`config.mk`:
```
export PLATFORM = sky130hd
export DESIGN_NAME = ssf_core_scheduler
export DESIGN_NICKNAME = d
export VERILOG_FILES = /design/src/rtl/ssf_sched_pkg.sv /design/src/rtl/ssf_rr_arbiter.sv /design/src/rtl/ssf_core_scheduler.sv
export SDC_FILE = /design/constraint.sdc
export NUM_CORES = 1
export LEC_CHECK = 0
export CAP_MARGIN = 20
export CORE_AREA = 2 2 411 413
export CTS_BUF_LIST = sky130_fd_sc_hd__clkbuf_4
export DETAILED_ROUTE_END_ITERATION = 8
export DIE_AREA = 0 0 413 415
export SYNTH_ARGS = -nofsm -noshare
export SYNTH_HDL_FRONTEND = slang
export SYNTH_SLANG_ARGS = --single-unit
```
`constraint.sdc`:
```
create_clock -name clk -period 19.25 [get_ports clk]
set_input_delay 2.8875 -clock clk [delete_from_list [all_inputs] [get_ports clk]]
set_output_delay 2.8875 -clock clk [all_outputs]
set_load 0.1 [all_outputs]
```
`src/rtl/ssf_sched_pkg.sv`:
```
// Shared types and constants for the ssf core scheduler: FSM states, request encoding,
// index width and a ceiling-log2 helper used to size the stagger counter.
package ssf_sched_pkg;

  typedef enum logic [1:0] {
    IDLE   = 2'd0,
    LAUNCH = 2'd1,
    RUN    = 2'd2
  } sched_state_t;

  localparam logic [1:0] REQ_ACTIVE = 2'b01;
  localparam int         IDX_W      = 6;

  function automatic int clog2(input int value);
    int w;
    w = 1;
    while ((1 << w) < value) w++;
    return w;
  endfunction

endpackage

```
`src/rtl/ssf_rr_arbiter.sv`:
```
// N-way round-robin arbiter with hold-while-busy: the current grantee keeps the grant while it
// requests; otherwise the search starts at the slot after the last grantee. Grant is combinational.
module ssf_rr_arbiter
  import ssf_sched_pkg::*;
#(
  parameter int N = 4
) (
  input  logic             clk,
  input  logic             rst,
  input  logic [N-1:0]     req,
  output logic             gnt_valid,
  output logic [IDX_W-1:0] gnt_idx
);

  logic [IDX_W-1:0] last_q, last_d;
  logic             busy_q, busy_d;
  logic [IDX_W-1:0] start_w;
  logic [IDX_W-1:0] pos_w;
  logic [IDX_W:0]   sum_w;
  logic [2*N-1:0]   rot_w;

  always_comb begin
    if (busy_q) begin
      start_w = last_q;
    end else if (last_q == IDX_W'(N - 1)) begin
      start_w = '0;
    end else begin
      start_w = last_q + 1'b1;
    end

    // Doubling the request vector turns the wrap-around search into a plain lowest-bit find.
    rot_w     = {req, req} >> start_w;
    gnt_valid = 1'b0;
    pos_w     = '0;
    for (int i = N - 1; i >= 0; i--) begin
      if (rot_w[i]) begin
        gnt_valid = 1'b1;
        pos_w     = IDX_W'(i);
      end
    end

    sum_w = {1'b0, start_w} + {1'b0, pos_w};
    if (sum_w >= (IDX_W + 1)'(N)) begin
      sum_w = sum_w - (IDX_W + 1)'(N);
    end
    gnt_idx = gnt_valid ? sum_w[IDX_W-1:0] : last_q;

    last_d = gnt_idx;
    busy_d = gnt_valid;
  end

  always_ff @(posedge clk) begin
    if (rst) begin
      last_q <= '0;
      busy_q <= 1'b0;
    end else begin
      last_q <= last_d;
      busy_q <= busy_d;
    end
  end

endmodule

```
`src/rtl/ssf_core_scheduler.sv`:
```
// Launches N ssf cores out of reset STAGGER cycles apart, then shares one io bus among them.
// Optional SSF_SCHED_COLLISION_CNT_EN adds a saturating 16-bit collision cycle counter.
module ssf_core_scheduler
  import ssf_sched_pkg::*;
#(
  parameter int N_CORES = 27,
  parameter int STAGGER = 1210,
  parameter int DW      = 32
) (
  input  logic                  clk,
  input  logic                  rst,
  input  logic                  start,
  output logic [N_CORES-1:0]    core_rst,
  input  logic [2*N_CORES-1:0]  core_req_in,
  input  logic [2*N_CORES-1:0]  core_out_en,
  input  logic [DW*N_CORES-1:0] core_io_out,
  output logic [1:0]            req_in,
  output logic [DW-1:0]         io_out,
  output logic [1:0]            out_en,
  output logic [IDX_W-1:0]      grant_idx,
  output logic                  launch_done,
  output logic                  collision
`ifdef SSF_SCHED_COLLISION_CNT_EN
  ,
  output logic [15:0]           collision_cnt
`endif
);

  localparam int CNT_W = clog2(STAGGER);

  sched_state_t        state_q, state_d;
  logic [CNT_W-1:0]    cnt_q, cnt_d;
  logic [IDX_W-1:0]    k_q, k_d;
  logic [N_CORES-1:0]  core_rst_q, core_rst_d;
  logic                launch_done_q, launch_done_d;
  logic [1:0]          req_in_q, req_in_d;
  logic [DW-1:0]       io_out_q, io_out_d;
  logic [1:0]          out_en_q, out_en_d;
  logic [IDX_W-1:0]    grant_idx_q, grant_idx_d;
  logic                collision_q, collision_d;
  logic [N_CORES-1:0]  act_w, req_hit_w;
  logic                multi_act_w, last_release_w, stagger_hit_w;
  logic                gnt_valid_w;
  logic [IDX_W-1:0]    gnt_idx_w;
`ifdef SSF_SCHED_COLLISION_CNT_EN
  logic [15:0]         coll_cnt_q, coll_cnt_d;
`endif

  // Cores held in reset are masked out of both the bus arbiter and the request forwarder.
  always_comb begin
    act_w     = '0;
    req_hit_w = '0;
    for (int k = 0; k < N_CORES; k++) begin
      act_w[k]     = (core_out_en[2*k +: 2] == REQ_ACTIVE) && !core_rst_q[k];
      req_hit_w[k] = (core_req_in[2*k +: 2] == REQ_ACTIVE) && !core_rst_q[k];
    end
    multi_act_w = |(act_w & (act_w - N_CORES'(1)));
  end

  ssf_rr_arbiter #(.N(N_CORES)) u_arb (
    .clk       (clk),
    .rst       (rst),
    .req       (act_w),
    .gnt_valid (gnt_valid_w),
    .gnt_idx   (gnt_idx_w)
  );

  assign stagger_hit_w  = (cnt_q == CNT_W'(STAGGER - 1));
  assign last_release_w = (state_q == LAUNCH) && stagger_hit_w &&
                          (int'(k_q) + 1 == N_CORES - 1);

  always_ff @(posedge clk) begin
    if (rst) begin
      state_q       <= IDLE;
      cnt_q         <= '0;
      k_q           <= '0;
      core_rst_q    <= '1;
      launch_done_q <= 1'b0;
      req_in_q      <= 2'b00;
      io_out_q      <= '0;
      out_en_q      <= 2'b00;
      grant_idx_q   <= '0;
      collision_q   <= 1'b0;
`ifdef SSF_SCHED_COLLISION_CNT_EN
      coll_cnt_q    <= '0;
`endif
    end else begin
      state_q       <= state_d;
      cnt_q         <= cnt_d;
      k_q           <= k_d;
      core_rst_q    <= core_rst_d;
      launch_done_q <= launch_done_d;
      req_in_q      <= req_in_d;
      io_out_q      <= io_out_d;
      out_en_q      <= out_en_d;
      grant_idx_q   <= grant_idx_d;
      collision_q   <= collision_d;
`ifdef SSF_SCHED_COLLISION_CNT_EN
      coll_cnt_q    <= coll_cnt_d;
`endif
    end
  end

  always_comb begin
    state_d = state_q;
    case (state_q)
      IDLE:    if (start) state_d = (N_CORES == 1) ? RUN : LAUNCH;
      LAUNCH:  if (last_release_w) state_d = RUN;
      RUN:     state_d = RUN;
      default: state_d = IDLE;
    endcase
  end

  always_comb begin
    cnt_d         = cnt_q;
    k_d           = k_q;
    core_rst_d    = core_rst_q;
    launch_done_d = launch_done_q;
    if (state_q == IDLE && start) begin
      cnt_d         = '0;
      k_d           = '0;
      core_rst_d[0] = 1'b0;
      launch_done_d = (N_CORES == 1);
    end else if (state_q == LAUNCH) begin
      if (stagger_hit_w) begin
        cnt_d         = '0;
        k_d           = k_q + 1'b1;
        core_rst_d    = core_rst_q & ~(N_CORES'(1) << (k_q + 1'b1));
        launch_done_d = last_release_w;
      end else begin
        cnt_d = cnt_q + 1'b1;
      end
    end

    // Forwarded request carries only the active code, so any unmasked hit selects it.
    req_in_d = (|req_hit_w) ? REQ_ACTIVE : 2'b00;

    io_out_d    = '0;
    out_en_d    = 2'b00;
    grant_idx_d = grant_idx_q;
    if (gnt_valid_w) begin
      out_en_d    = REQ_ACTIVE;
      grant_idx_d = gnt_idx_w;
      for (int k = 0; k < N_CORES; k++) begin
        if (gnt_idx_w == IDX_W'(k)) io_out_d = core_io_out[DW*k +: DW];
      end
    end

    collision_d = collision_q | multi_act_w;
`ifdef SSF_SCHED_COLLISION_CNT_EN
    coll_cnt_d = coll_cnt_q;
    if (multi_act_w && coll_cnt_q != 16'hFFFF) coll_cnt_d = coll_cnt_q + 16'd1;
`endif
  end

  assign core_rst    = core_rst_q;
  assign launch_done = launch_done_q;
  assign req_in      = req_in_q;
  assign io_out      = io_out_q;
  assign out_en      = out_en_q;
  assign grant_idx   = grant_idx_q;
  assign collision   = collision_q;
`ifdef SSF_SCHED_COLLISION_CNT_EN
  assign collision_cnt = coll_cnt_q;
`endif

endmodule

```
# Yosys cells after proc, flatten, opt, wreduce, memory -nomap -nowiden
# Cells that the tools add are included.
[word_totals]
reg_bits = 97
out_inout_bits = 71
[classes]
order_cmp = 1
n_mux = 94
add_sub_neg = 7
bitwise = 6
eq_ne = 87
shifts = 2
n_reduce_logical = 96
[ops]
columns = ["operator", "n"]
rows = [
  ["$mux 32", 27],
  ["$mux 5", 27],
  ["$eq 2x1->1 const B", 55],
  ["$eq 6x5->1 const B", 12],
  ["$logic_and 1x1->1", 57],
  ["$and 27x27->27", 2],
  ["$reduce_or 27->1", 2],
  ["$shr 54x6->27", 1],
  ["$eq 6x4->1 const B", 8],
  ["$mux 1", 32],
  ["$logic_not 1->1", 27],
  ["$not 27->27", 1],
  ["$shl 1x6->27 const A", 1],
  ["$sub 27x1->27 const B", 1],
  ["$eq 6x3->1 const B", 4],
  ["$mux 6", 4],
  ["$add 6x1->6 const B", 2],
  ["$eq 6x2->1 const B", 2],
  ["$add 11x1->11 const B", 1],
  ["$eq 11x11->1 const B", 1],
  ["$mux 11", 1],
  ["$add 6x1->7 const B", 1],
  ["$add 6x5->7", 1],
  ["$eq 7x5->1 const B", 1],
  ["other kinds (15)", 22],
]

# Logic depth before layout (Yosys ltp)
# Gate-level depths: netlist of the first run.
[logic_depth]
word_depth = 63
mapped_depth = 43
mapped_depth_nobuf = 37

# Hierarchy
# A second synthesis of the first run with hierarchy kept.
[unflattened]
hier_cells = 2249
hier_area_um2 = 16050.4
[modules_own_cells]
columns = ["module", "cells_each", "instances", "area_each_um2"]
rows = [
  ["ssf_core_scheduler", 1634, 1, 11828.8],
  ["ssf_rr_arbiter", 615, 1, 4221.5],
]

# Worst setup path after synthesis of the first run
# OpenSTA, ideal clock, no wires.
[synth_timing]
path_kind = "input port to flip-flop"
start = "input core_out_en[44]"
end = "register io_out_q[20], in the netlist io_out[20]"
arrival_ns = 10.260
setup_ns = 0.129
path_stages = 31
setup_slack_ns = 8.862
required_ns = 19.122
n_path_buf = 1
path_cell_list = "nor3b_1 a211oi_1 o21ai_1 nand3_1 o21ai_1 o22ai_1 a211oi_1 nor2_1 or4_1 a221oi_1 nor3_1 or3b_2 a21oi_1 o31ai_1 a21boi_0 ha_1 a21o_1 a21oi_1 o21bai_1 a21oi_1 mux2_2 a221oi_2 or2_1 nor2_1 mux2_2 or4_4 buf_6 a221oi_2 nand4_1 a2111oi_2 nor3_1"
[synth_via]
elab_chain_cells = 62
elab_cells_between_ends = 118
cone_classes = "2 x add/sub; 1 x order compare; 27 x eq/ne; 1 x shift; 83 x mux; 1 x bitwise; 3 x reduce/logical"
[synth_rtl]
columns = ["element", "line", "source"]
rows = [
  ["start, declared", "ssf_core_scheduler.sv:15", "input logic [2*N_CORES-1:0] core_out_en,"],
  ["$eq 2x1->1 *", "ssf_core_scheduler.sv:54", "act_w[k] = (core_out_en[2*k +: 2] == REQ_ACTIVE) && !core_rst_q[k];"],
  ["$logic_and 1x1->1 *", "ssf_core_scheduler.sv:54", ""],
  ["$shr 54x6->27 *", "ssf_rr_arbiter.sv:32", "rot_w = {req, req} >> start_w;"],
  ["$mux 5 (27 in a row)", "ssf_rr_arbiter.sv:36", "if (rot_w[i]) begin"],
  ["$add 6x5->7", "ssf_rr_arbiter.sv:42", "sum_w = {1'b0, start_w} + {1'b0, pos_w};"],
  ["$sub 6x5->6 or $ge 7x5->1 (tied branches)", "ssf_rr_arbiter.sv:44, ssf_rr_arbiter.sv:43", ""],
  ["$mux 6", "ssf_rr_arbiter.sv:43", "if (sum_w >= (IDX_W + 1)'(N)) begin"],
  ["$mux 6", "ssf_rr_arbiter.sv:46", "gnt_idx = gnt_valid ? sum_w[IDX_W-1:0] : last_q;"],
  ["$logic_not 6->1", "ssf_core_scheduler.sv:145", "if (gnt_idx_w == IDX_W'(k)) io_out_d = core_io_out[DW*k +: DW];"],
  ["$mux 32 (27 in a row)", "ssf_core_scheduler.sv:145", ""],
  ["end signal, assigned", "ssf_core_scheduler.sv:94", "io_out_q <= io_out_d;"],
  ["end, declared", "ssf_core_scheduler.sv:37", "logic [DW-1:0] io_out_q, io_out_d;"],
]
# Mark *: on every way between the ends. The rest lies on a longest branch, timed or not.
# A chain may end at the register's enable or synchronous reset.

# Worst setup path in the final report of the first run
[layout_timing]
start = "input core_out_en[36]"
end = "register io_out_q[12], in the netlist io_out[12]"
# Same word-level chain as after synthesis.

==> results.cfg, run 1 <==
[status]
status = completed

[floorplan]
ios = 1046
die_area_um2 = 171000
row_count = 150
fp.dieH_um = 415
core_um2 = 167000
die_w_um = 413
start_util = 0.0908

[synth]
synthCells = 2212
synth_edf_count = 0
synth-async-reset-ratio = 0
avgSynthCellArea_um2 = 6.84
synth_ff_type = dfxtp_1
synth_top_cell_by_area = dfxtp_1
synth_seq_area_share = 0.124
synthTopCellsByArea = dfxtp_1 12%, nand2_1 6.5%, nor2_1 5.8%
yosys_warnings = 0
syn_area_um2 = 15100
synth.most_common_cell = nand2_1
yosysUniqueCellTypes = 108
synth_seq_cells = 94
synth_top_cells_by_count = 260 x nand2_1, 235 x nor2_1, 126 x a21oi_1
netlist.area_leader.share = 0.124

[detailed_routing]
wl_um = 224000
drtIter0Drc = 2947
firstDrtPassIters = 8
route.detailed.drc = 0
wl_per_cell_um = 41.0
detail-route-antenna-nets = 0
vias = 26216
vias_per_cell = 4.79

[clock_network]
post_cts_buffers = 0
cts_resized = 0
clk_pin_slew_ps = 230
clockBufferDepth = 2
cts-htree-levels = 3
cts_made_buffers = 9
clk_latency_ps = 700
holdBufCountCts = 0
tritoncts = done
clock-sinks = 94
clock-root-buffer = clkbuf_4

[timing]
worst_slack_ps = 5260
final_max_slew_viol_count = 0
worst_pin_slew_ps = 1220
min_period_ps = 13990
finalSetupViolations = 0
max_slew_margin = 0.186
tns_ps = 0
fin_worst_skew_ps = 110
min_period_over_period = 0.727
finalHoldViolations = 0
fmax_mhz = 71.5
rsz0062_at_grt = no

[critical_path]
crit_family = compound AO/OA/AOI/OAI gates
critPathKind = input pin to flop
cpMostUsedCell = a21oi_1
cp_data_required_time_ps = 19740
slowest_stage = nor3b_1
critPathMaxStageDelay_ps = 970
critPathBufInv = 1
critPathCaptureType = flop
worstSetupStartpointType = input pin
startpoint = core_out_en[36]
timing.rr.start = u_arb.last_q[1]
cp.arrival_ps = 14470
cp_max_fo = 11

[global_routing]
track_usage = 0.249
grt.overflow.total = 0
grt_pass1_wl_um = 277000
grt_max_degree = 54
grt_pass1_vias = 25146
grt_antenna_before_repair = 166

[final_layout]
nets = 4200
nFillCells = 19050
area_growth_pct = 91.4
area.sequential_um2 = 1880
layout-drive-gt1-share = 0.0853
multi_input_area_um2 = 12600
fin_cells = 5469

[placed_design]
gp_congestion = 1.03
post-place-ws_ps = 4920
dpl.hpwl_um = 193000
io_buffers = 1043
dp.cells = 5399

[hold_path]
hp-class = flop to flop
min_from = grant_idx[2]

[job]
cap_violations = 0
## path summary, 6_finish.rpt
path                       end  cells past startpoint  slack, ps
setup reg to reg    io_out[12]                     36       6090
hold / removal    grant_idx[2]                      2        470
hold reg to reg   grant_idx[2]                      2        470
setup / recovery    io_out[12]                     31       5260
## cells in the final DEF, fill, tap and decap left out, drive strengths merged, types with 51 or more instances in the layout
cell type	count
a21oi	126
a221oi	51
a222oi	57
a22oi	69
buf	151
clkdlybuf4s50	1014
dfxtp	94
diode	54
mux2i	56
nand2	261
nand3	99
nor2	235
nor3	67
nor3b	52
o21ai	115
o22ai	72
## metal layers
layer,wire length [µm],track usage,share of wire,vias up
li1,-,-,-,10843
met1,86800,0.290,0.39,13054
met2,106000,0.422,0.47,1806
met3,18900,0.0693,0.084,419
met4,11700,0.107,0.052,94
met5,612,0,0.0027,-
## state kept, by name, indices dropped and copies added (netlist names)
name          cells
u_arb.busy_q      1
grant_idx         6
cnt_q            11
req_in            1
k_q               6
state_q           2
u_arb.last_q      6
collision         1
launch_done       1
core_rst         27
io_out           32
## cells by family (layout without fill, tap and decap cells)
family,after synthesis,in the layout,share of synthesized area
adders and majority gates,26,26,0.0208
and+or+nand+nor,868,868,0.277
xor gates and xnor gates,40,40,0.0273
buffers and inverters,217,1215,0.0656
AOI/OAI and AO/OA,891,891,0.433
muxes,75,75,0.0514
DFF,94,94,0.124
other,1,56,0.000248
## layout make-up
cell class,instances,share of cell area
sequential,94,0.0650
antenna,54,0.00467
tap,2204,0.0952
inverter,34,0.00441
clock buffer,9,0.00233
multi-input combinational,1902,0.435
timing repair buffer,1165,0.390
clock inverter,7,0.00320
## tightest hold or removal path: cells and delay by family (launching register included)
family	cells	cell delay (ps)
compound gates	1	50
simple gates	1	50
flops	1	350
## per-stage QoR
stage,area (µm²),hold slack [ps],util
2_1_floorplan,15100,463,-
6_report,29000,474,0.174
5_1_grt,28900,526,0.173
3_3_place_gp,28600,460,0.172
3_5_place_dp,28700,456,0.172
4_1_cts,28800,477,0.173
Power of run 1 is not shown: default switching activity piles up to over one toggle a cycle in this logic, so the estimate is an artifact.
==> run 2: changes to the inputs <==
Settings changed: CORE_AREA 2 2 411 413 to 2 2 403 405, DIE_AREA 0 0 413 415 to 0 0 405 407.
Clock period 19.25 ns to 13 ns, I/O delays scaled along.
==> results.cfg, run 2 (synthesis results as in run 1) <==
[final_layout]
mostFrequentLayoutCell = clkdlybuf4s50_1
layout-drive-gt1-share = 0.143
postLayoutCoreUtil = 0.195
fin_cells = 5681
final_area_um2 = 31300
final_cell_mix = 1,029 x clkdlybuf4s50_1, 324 x buf_4, 257 x nand2_1
largest_register_ffs = 32
area_growth_pct = 107
nets = 4437

[clock_network]
clock-sinks = 94
tritoncts = done
cts_resized = 0
clockBufferDepth = 2
post_cts_buffers = 0
holdBufCountCts = 0
cts-htree-levels = 3
clk_latency_ps = 750
clock-root-buffer = clkbuf_4
clk_pin_slew_ps = 240
cts_made_buffers = 9

[critical_path]
cp_max_fo = 9
critPathCaptureType = flop
worstSetupStartpointType = input pin
cp_data_required_time_ps = 13580
cpMostUsedCell = buf_4
critPathKind = input pin to flop
slowest_stage = nor3b_1
cp.arrival_ps = 12210
critPathMaxStageDelay_ps = 890

[detailed_routing]
detail-route-antenna-nets = 0
wl_um = 223000
route.detailed.drc = 0
vias_per_cell = 4.74
vias = 26956
wl_per_cell_um = 39.2
drtIter0Drc = 3665
firstDrtPassIters = 9

[global_routing]
met3_usage = 0.0838
grt.overflow.total = 0
grt_pass1_wl_um = 275000
met2_usage = 0.424
top_usage_layer = met2
grt_antenna_before_repair = 188
grt_pass1_vias = 25692
track_usage = 0.258
grt_max_degree = 43
grtUsageMet1 = 0.288

[status]
status = completed

[timing]
finalHoldViolations = 0
fin_worst_skew_ps = 110
rsz0062_at_grt = no
finalSetupViolations = 0
min_period_ps = 11630
tns_ps = 0
max_slew_margin = 0.132
fmax_mhz = 86.0
worst_pin_slew_ps = 1300
min_period_over_period = 0.895
final_max_slew_viol_count = 0

[floorplan]
core_um2 = 160000
fp.dieH_um = 407
row_count = 147
start_util = 0.0944
ios = 1046
die_area_um2 = 165000
die_w_um = 405

[placed_design]
placed_area_um2 = 30900
dpl.hpwl_um = 197000
dp.cells = 5590
gp_congestion = 1.01
io_buffers = 1043

[hold_path]
hp-class = flop to flop

[job]
cap_violations = 0
==> run 2: changes by cell type in the layout (fill, tap and decap cells not counted), sizes merged <==
cell / before / now
clkinv: 4 / 2
clkdlybuf4s50: 1014 / 1029
diode: 54 / 73
inv: 36 / 38
bufinv: 1 / 0
buf: 151 / 373
clkinvlp: 0 / 1
==> run 2: cell type report <==
class / instances / area, µm²
inverters: 34 / 128
diodes: 73 / 183
multi-input cells: 1902 / 12600
repair buffers: 1402 / 13700
well taps: 2160 / 2700
flip-flops and latches: 94 / 1880
fillers: 18044 / 129000
clock inverters: 7 / 75.1
clock buffers: 9 / 67.6
==> run 2: worst max-delay path, delay by kind of cell <==
family,cells,cell delay (ps)
simple gates,10,3360
compound gates,12,3980
xor+xnor,1,460
buf+inv,5,1170
mux,2,510
fa+ha+maj,2,770
==> run 2: path summary, 6_finish.rpt <==
kind                                       from      endpoint  slack [ps]  cells past startpoint
worst max-delay path            core_out_en[48]    io_out[27]        1370                     32
worst min-delay path               grant_idx[2]  grant_idx[2]         480                      2
worst max register to register  u_arb.last_q[1]    io_out[27]        1660                     35
worst min register to register     grant_idx[2]  grant_idx[2]         480                      2
==> run 2: layer usage <==
metal	wire length, µm	up-vias
met1	80900	13269
met2	105000	1847
met3	21300	431
met4	14500	76
met5	475	-
li1	-	11333
==> run 2: metrics by stage <==
| step | hold slack, ps | setup slack, ps |
|---|---|---|
| floorplan | 463 | 3550 |
| global placement | 452 | 843 |
| detailed placement | 452 | 1030 |
| CTS | 475 | 1860 |
| global route | 517 | 1010 |
| finish | 477 | 1370 |
Power of run 2 is left out for the same reason.
